[src/rtl/mem_to_wb_pipe_if.sv]
// mem_to_wb_pipe_if -- bundle of the memory-stage, decode-issue and
// register-file writeback signals around the MEM->WB pipeline register.
// master: the surrounding pipeline (drives stage inputs).
// slave : the mem_to_wb_pipe stage itself.
interface mem_to_wb_pipe_if;
    // memory-stage entry and handshake
    logic        mem_valid;
    logic        mem_RegWrite;
    logic        mem_MemtoReg;
    logic [4:0]  mem_rd;
    logic [31:0] mem_alu_result;
    logic [31:0] mem_read_data;
    logic        mem_ready;
    // pipeline control
    logic        wb_stall;
    logic        flush;
    // decode issue / hazard lookup
    logic        de_issue;
    logic        de_RegWrite;
    logic [4:0]  de_rd;
    logic [4:0]  de_rs1;
    logic [4:0]  de_rs2;
    logic        rs1_busy;
    logic        rs2_busy;
    // register-file write port and status
    logic        we3;
    logic [4:0]  wb_rd;
    logic [31:0] wb_result;
    logic [15:0] retire_count;
    logic        sb_error;

    modport master (
        output mem_valid, mem_RegWrite, mem_MemtoReg, mem_rd,
               mem_alu_result, mem_read_data, wb_stall, flush,
               de_issue, de_RegWrite, de_rd, de_rs1, de_rs2,
        input  mem_ready, rs1_busy, rs2_busy, we3, wb_rd, wb_result,
               retire_count, sb_error
    );

    modport slave (
        input  mem_valid, mem_RegWrite, mem_MemtoReg, mem_rd,
               mem_alu_result, mem_read_data, wb_stall, flush,
               de_issue, de_RegWrite, de_rd, de_rs1, de_rs2,
        output mem_ready, rs1_busy, rs2_busy, we3, wb_rd, wb_result,
               retire_count, sb_error
    );
endinterface

[src/rtl/mem_to_wb_pipe.sv]
// mem_to_wb_pipe -- single-entry MEM->WB pipeline register with a 32-entry
// busy-bit scoreboard, retire counter and sticky write-after-write error.
// Optional feature: define WB_BYPASS_EN to let rs1_busy/rs2_busy read 0 for
// the register being written back in the current cycle (same-cycle forward).
module mem_to_wb_pipe (
    input  logic              clk,
    input  logic              reset,
    mem_to_wb_pipe_if.slave   bus
);
    // held entry
    logic        r_valid;
    logic        r_regwrite;
    logic [4:0]  r_rd;
    logic [31:0] r_result;
    // scoreboard and status
    logic [31:0] r_busy;
    logic [15:0] r_retire_count;
    logic        r_sb_error;

    logic        w_load;
    logic        w_retire;
    logic        w_we3;
    logic        w_set;
    logic [31:0] w_set_mask;
    logic [31:0] w_clear_mask;
    logic [31:0] w_keep_mask;
    logic [31:0] w_busy_base;
    logic [31:0] w_busy_next;
    logic        w_waw;
    logic        w_rs1_busy;
    logic        w_rs2_busy;

    assign w_load   = bus.mem_valid && !bus.wb_stall && !bus.flush;
    assign w_retire = r_valid && !bus.wb_stall;
    assign w_we3    = r_valid && r_regwrite && (r_rd != 5'd0) && !bus.wb_stall;
    assign w_set    = bus.de_issue && bus.de_RegWrite && (bus.de_rd != 5'd0);

    // Scoreboard next state: retire clear (and flush) first, then the issue
    // set, so a same-cycle set always wins and the WAW check sees the
    // post-clear view of the target bit.
    always_comb begin
        w_set_mask   = '0;
        w_clear_mask = '0;
        w_keep_mask  = '0;
        if (w_set)
            w_set_mask[bus.de_rd] = 1'b1;
        if (w_we3)
            w_clear_mask[r_rd] = 1'b1;
        if (r_valid && r_regwrite && (r_rd != 5'd0))
            w_keep_mask[r_rd] = 1'b1;
        if (bus.flush)
            w_busy_base = r_busy & w_keep_mask & ~w_clear_mask;
        else
            w_busy_base = r_busy & ~w_clear_mask;
        w_busy_next = w_busy_base | w_set_mask;
        w_waw       = w_set && w_busy_base[bus.de_rd];
    end

    // Source-register hazard lookups against the pre-edge busy bits.
    always_comb begin
        w_rs1_busy = (bus.de_rs1 != 5'd0) && r_busy[bus.de_rs1];
        w_rs2_busy = (bus.de_rs2 != 5'd0) && r_busy[bus.de_rs2];
`ifdef WB_BYPASS_EN
        if (w_we3 && (r_rd == bus.de_rs1))
            w_rs1_busy = 1'b0;
        if (w_we3 && (r_rd == bus.de_rs2))
            w_rs2_busy = 1'b0;
`endif
    end

    // Pipeline entry: capture, drain, or hold under stall.
    always_ff @(posedge clk or negedge reset) begin
        if (!reset) begin
            r_valid    <= 1'b0;
            r_regwrite <= 1'b0;
            r_rd       <= '0;
            r_result   <= '0;
        end else if (!bus.wb_stall) begin
            if (w_load) begin
                r_valid    <= 1'b1;
                r_regwrite <= bus.mem_RegWrite;
                r_rd       <= bus.mem_rd;
                r_result   <= bus.mem_MemtoReg ? bus.mem_read_data
                                               : bus.mem_alu_result;
            end else begin
                r_valid    <= 1'b0;
            end
        end
    end

    // Scoreboard, retire counter and sticky error.
    always_ff @(posedge clk or negedge reset) begin
        if (!reset) begin
            r_busy         <= '0;
            r_retire_count <= '0;
            r_sb_error     <= 1'b0;
        end else begin
            r_busy <= w_busy_next;
            if (w_retire)
                r_retire_count <= r_retire_count + 16'd1;
            if (w_waw)
                r_sb_error <= 1'b1;
        end
    end

    assign bus.mem_ready    = !bus.wb_stall;
    assign bus.we3          = w_we3;
    assign bus.wb_rd        = r_rd;
    assign bus.wb_result    = r_result;
    assign bus.rs1_busy     = w_rs1_busy;
    assign bus.rs2_busy     = w_rs2_busy;
    assign bus.retire_count = r_retire_count;
    assign bus.sb_error     = r_sb_error;
endmodule

[src/flat_wrapper.sv]
// flat-port wrapper written by rule: the top's interface ports become plain ports
module mem_to_wb_pipe_flat 
  (clk, reset, bus_mem_valid, bus_mem_RegWrite, bus_mem_MemtoReg, bus_mem_rd, bus_mem_alu_result, bus_mem_read_data, bus_wb_stall, bus_flush, bus_de_issue, bus_de_RegWrite, bus_de_rd, bus_de_rs1, bus_de_rs2, bus_mem_ready, bus_rs1_busy, bus_rs2_busy, bus_we3, bus_wb_rd, bus_wb_result, bus_retire_count, bus_sb_error);
  mem_to_wb_pipe_if bus_i ();
  input  logic clk;
  input  logic reset;
  input wire logic [$bits(bus_i.mem_valid)-1:0] bus_mem_valid;
  input wire logic [$bits(bus_i.mem_RegWrite)-1:0] bus_mem_RegWrite;
  input wire logic [$bits(bus_i.mem_MemtoReg)-1:0] bus_mem_MemtoReg;
  input wire logic [$bits(bus_i.mem_rd)-1:0] bus_mem_rd;
  input wire logic [$bits(bus_i.mem_alu_result)-1:0] bus_mem_alu_result;
  input wire logic [$bits(bus_i.mem_read_data)-1:0] bus_mem_read_data;
  input wire logic [$bits(bus_i.wb_stall)-1:0] bus_wb_stall;
  input wire logic [$bits(bus_i.flush)-1:0] bus_flush;
  input wire logic [$bits(bus_i.de_issue)-1:0] bus_de_issue;
  input wire logic [$bits(bus_i.de_RegWrite)-1:0] bus_de_RegWrite;
  input wire logic [$bits(bus_i.de_rd)-1:0] bus_de_rd;
  input wire logic [$bits(bus_i.de_rs1)-1:0] bus_de_rs1;
  input wire logic [$bits(bus_i.de_rs2)-1:0] bus_de_rs2;
  output wire logic [$bits(bus_i.mem_ready)-1:0] bus_mem_ready;
  output wire logic [$bits(bus_i.rs1_busy)-1:0] bus_rs1_busy;
  output wire logic [$bits(bus_i.rs2_busy)-1:0] bus_rs2_busy;
  output wire logic [$bits(bus_i.we3)-1:0] bus_we3;
  output wire logic [$bits(bus_i.wb_rd)-1:0] bus_wb_rd;
  output wire logic [$bits(bus_i.wb_result)-1:0] bus_wb_result;
  output wire logic [$bits(bus_i.retire_count)-1:0] bus_retire_count;
  output wire logic [$bits(bus_i.sb_error)-1:0] bus_sb_error;
  assign bus_i.mem_valid = bus_mem_valid;
  assign bus_i.mem_RegWrite = bus_mem_RegWrite;
  assign bus_i.mem_MemtoReg = bus_mem_MemtoReg;
  assign bus_i.mem_rd = bus_mem_rd;
  assign bus_i.mem_alu_result = bus_mem_alu_result;
  assign bus_i.mem_read_data = bus_mem_read_data;
  assign bus_i.wb_stall = bus_wb_stall;
  assign bus_i.flush = bus_flush;
  assign bus_i.de_issue = bus_de_issue;
  assign bus_i.de_RegWrite = bus_de_RegWrite;
  assign bus_i.de_rd = bus_de_rd;
  assign bus_i.de_rs1 = bus_de_rs1;
  assign bus_i.de_rs2 = bus_de_rs2;
  assign bus_mem_ready = bus_i.mem_ready;
  assign bus_rs1_busy = bus_i.rs1_busy;
  assign bus_rs2_busy = bus_i.rs2_busy;
  assign bus_we3 = bus_i.we3;
  assign bus_wb_rd = bus_i.wb_rd;
  assign bus_wb_result = bus_i.wb_result;
  assign bus_retire_count = bus_i.retire_count;
  assign bus_sb_error = bus_i.sb_error;
  mem_to_wb_pipe u_core (.clk(clk), .reset(reset), .bus(bus_i));
endmodule
[config.mk]
export PLATFORM = sky130hd
export DESIGN_NAME = mem_to_wb_pipe_flat
export DESIGN_NICKNAME = d
export VERILOG_FILES = /design/src/rtl/mem_to_wb_pipe_if.sv /design/src/rtl/mem_to_wb_pipe.sv /design/src/flat_wrapper.sv
export SDC_FILE = /design/constraint.sdc
export NUM_CORES = 1
export LEC_CHECK = 0
export ABC_AREA = 1
export BUFFER_PORTS_ARGS = -buffer_cell sky130_fd_sc_hd__buf_2
export CORE_ASPECT_RATIO = 2
export CORE_MARGIN = 10
export CORE_UTILIZATION = 45
export CTS_BUF_LIST = sky130_fd_sc_hd__clkbuf_4
export DETAILED_ROUTE_END_ITERATION = 12
export PLACE_DENSITY = 0.8
export SLEW_MARGIN = 10
export SYNTH_ARGS = -nofsm -noshare
export SYNTH_HDL_FRONTEND = slang
export SYNTH_SLANG_ARGS = --single-unit
[constraint.sdc]
create_clock -name clk -period 1.6 [get_ports clk]
set_clock_uncertainty 0.05 [all_clocks]
set_input_delay 0.08 -clock clk [delete_from_list [all_inputs] [get_ports clk]]
set_output_delay 0.08 -clock clk [all_outputs]
set_load 0.02 [all_outputs]
==> out/results.ini <==
[floorplan]
ios=151
fp.dieH_um=173.9
initial_core_util_pct=45.55
coreArea_um2=11700
die-area_um2=16860
rows=56
die_x_um=96.96

[cells_and_area]
layout-drive-gt1-share_pct=32.77
fillers=824
fin_nets=1154
syn_to_final_growth_pct=55.94
instances_no_fill=1213

[synth]
synth_cell_type_count=35
avgSynthCellArea_um2=6.958
async_flop_share_pct=100.0
synth-edff-count=0
seq_area_frac_synth_pct=41.31
yosysWarnings=0
syn-num-nets=860
synth_area_um2=5330
synth_flop_cell=dfrtp_1
syn_inst=766
ys_ff_latch=88

[placed_design]
place_ws_ns=-0.3328
gp_congestion=0.9238
dp.cells=1093
io_buffer_count=150
dpl.hpwl_um=14480

[power]
switching_share_pct=38.12
p_leak_nw=4.071
internal_power_mw=3.971
p_seq_share_pct=41.9
p_clk_share_pct=19.8
power_switching_mw=2.446
peakVddDrop_mv=0.6615
p_comb_share_pct=38.3
p_per_area_nw_per_um2=772.0

[sta]
layout_setup_ws_ns=-0.4180
worst_pin_slew_ns=0.4513
rsz0062_at_grt=true
hold_viol=0
whs_ns=0.05154
fin_crit_sh_pct=126.1
finalMaxSlewViolations=0
setup_violations=13
finalCriticalPeriod_ns=2.018
max_freq_mhz=495.5
relSlewSlack_pct=69.92

[run]
cap_viol_max_count=0

[clocking]
cts_num_sinks=88
clock_latency_ns=0.46
clock_path_buffers=2
cts_tree=built
root_buffer=clkbuf_4
clk_pin_slew_ns=0.14
cts_max_level=3
cts_buffers=9

[worst_setup_path]
required_ns=1.47
end_kind=primary output
r2r_start=u_core.bus.wb_rd[4]$_DFFE_PN0P_
cp_max_fo=3
startpoint=u_core.r_busy[25]$_DFF_PN0_
cp.arrival_ns=1.89
critPathLaunchType=flop
reg2reg_depth=13
critPathKind=flop to primary output

[drt]
wl_per_cell_um=19.01
drt_iter0_drc=597
drtPass1Iterations=6
vias=6885
ant_nets=0
via_per_inst=5.676
drc_errors=0
routed_wl_um=23060

[min_path]
hold_path_startpoint=bus_de_issue
worstHoldPathType=primary input to flop
min_path_cells=5

[grt]
gr-total-overflow=0
grt_pass1_wl_um=34180
grt_usage_pct=24.50
grt_max_degree=64
antenna_found_initial=3
grt_pass1_vias=6914

[run_status]
status=finished, violations left
violations=setup timing

cells by family (layout without fill, tap and decap cells):
group / Yosys count / count (layout) / share of synthesized area, %
XOR/XNOR: 13 / 13 / 2.136
AND/OR/NAND/NOR: 364 / 365 / 29.72
other: 0 / 3 / 0
AO/OA/AOI/OAI: 188 / 188 / 18.61
buffers and inverters: 112 / 410 / 7.981
adder cells (fa/ha/maj): 1 / 1 / 0.2347
flip-flops: 88 / 88 / 41.31
metrics by stage:
| stage | TNS [ns] | utilization [%] | power, mW | instance area (um^2) |
|---|---|---|---|---|
| after floorplan | -0.2819 | - | 3.625 | 5341 |
| after global placement | -0.7779 | 57.62 | 4.504 | 6743 |
| after detailed placement | -0.9695 | 57.62 | 4.546 | 6743 |
| after CTS | -1.760 | 67.30 | 6.080 | 7875 |
| after global routing | -4.197 | 71.03 | 6.689 | 8312 |
| final | -3.027 | 71.03 | 6.417 | 8312 |
power by group through the flow:
stage | Clock (mW) | Combinational [mW] | Sequential [mW]
floorplan | 0 | 0.661 | 2.96
global placement | 0 | 1.84 | 2.67
detailed placement | 0 | 1.87 | 2.67
CTS | 1.27 | 2.16 | 2.65
global route | 1.35 | 2.62 | 2.71
finish | 1.27 | 2.46 | 2.69
critical path, stage by stage (launching register included):
cell and delay [ns]:
dfrtp_1 0.37, inv_2 0.05, a21oi_2 0.10, o21ai_1 0.06, o21ai_1 0.12, o21ai_1 0.08, a31oi_1 0.18, nand2b_1 0.14
nor2_1 0.04, a21oi_1 0.12, buf_4 0.16
path summary, 6_finish.rpt:
path	to	slack (ns)
setup / recovery	bus_rs2_busy	-0.42
hold / removal	u_core.r_busy[27]$_DFF_PN0_	0.05
setup reg to reg	u_core.bus.sb_error$_DFFE_PN0P_	-0.41
hold reg to reg	u_core.bus.wb_result[23]$_DFFE_PN0P_	0.45
max in group asynchronous	u_core.r_busy[31]$_DFF_PN0_	0.86
min in group asynchronous	u_core.bus.wb_result[7]$_DFFE_PN0P_	0.08
area by class of cell:
type / count / area [um^2] / share of cell area (%)
Multi-Input combinational cell: 567 / 3059 / 36.81
Tap cell: 145 / 181.4 / 2.183
Antenna cell: 3 / 7.507 / 0.09032
Clock buffer: 10 / 75.07 / 0.9032
Sequential cell: 88 / 2212 / 26.61
Inverter: 77 / 306.5 / 3.688
Timing Repair Buffer: 317 / 2410 / 28.99
Clock inverter: 6 / 60.06 / 0.7226
flip-flops by register name (all words and copies together), names as in the netlist:
signal	flops
u_core.bus.retire_count	16
u_core.bus.sb_error	1
u_core.bus.wb_rd	5
u_core.bus.wb_result	32
u_core.r_busy	32
u_core.r_regwrite	1
u_core.r_valid	1
timing repair:
action | in CTS | in global routing
pin swaps | 10 | 31
setup buffers | 11 | 12
setup endpoints to repair | 9 | 47
hold endpoints to repair | 139 | 1
hold buffers | 78 | 1
gates resized for setup | 47 | 81
cloned | 1 | 2
metal layers:
metal	vias to the layer above	track usage, %	share of wire [%]
li1	3117	-	-
met1	3247	22.21	33
met2	407	45.77	53
met3	114	6.513	7.8
met4	0	16.32	6.2
met5	-	0	0
synthesized netlist by cell type, types with 2 or more instances:
| cell | count | area, um^2 |
|---|---|---|
| xnor2_1 | 7 | 61.31 |
| inv_1 | 69 | 259.0 |
| o31ai_1 | 3 | 22.52 |
| nor2_2 | 7 | 43.79 |
| dfrtp_1 | 88 | 2202 |
| clkinv_1 | 2 | 7.510 |
| nor2_4 | 2 | 22.52 |
| nor2_1 | 46 | 172.7 |
| nand3_1 | 58 | 290.3 |
| nand2b_1 | 2 | 12.51 |
| buf_1 | 5 | 18.77 |
| inv_2 | 6 | 22.52 |
| o21ai_1 | 5 | 25.02 |
| o21bai_1 | 2 | 15.01 |
| nand2_1 | 214 | 803.3 |
| nand4_1 | 13 | 81.33 |
| o21a_1 | 2 | 15.01 |
| nor3_2 | 2 | 20.02 |
| o21ai_0 | 136 | 680.7 |
| xor2_1 | 6 | 52.55 |
| o221ai_1 | 2 | 17.52 |
| clkbuf_1 | 28 | 105.1 |
| nand3_2 | 4 | 40.04 |
| a311oi_1 | 2 | 17.52 |
| a31oi_1 | 4 | 25.02 |
| a21oi_1 | 26 | 130.1 |
| nor3_1 | 11 | 55.05 |
| o211ai_1 | 5 | 37.54 |
| nand2_2 | 3 | 18.77 |
layout by cell type, fill, tap and decap left out, types with 8 or more instances in the layout:
cell type / netlist / layout
inv_1: 69 / 63
nor2_1: 46 / 26
buf_4: 1 / 70
nor2_4: 2 / 15
clkbuf_4: 0 / 10
inv_2: 6 / 9
buf_2: 1 / 146
o21ai_1: 5 / 17
dfrtp_1: 88 / 80
dfrtp_2: 0 / 8
buf_12: 0 / 10
a21oi_1: 26 / 24
nand2_1: 214 / 203
dlygate4sd3_1: 0 / 79
nor3_1: 11 / 11
buf_6: 0 / 10
nor2_2: 7 / 15
nand3_2: 4 / 15
nand3_1: 58 / 43
nand4_1: 13 / 13
nand2_2: 3 / 8
o21ai_0: 136 / 119
(Power assumes the default switching activity.)
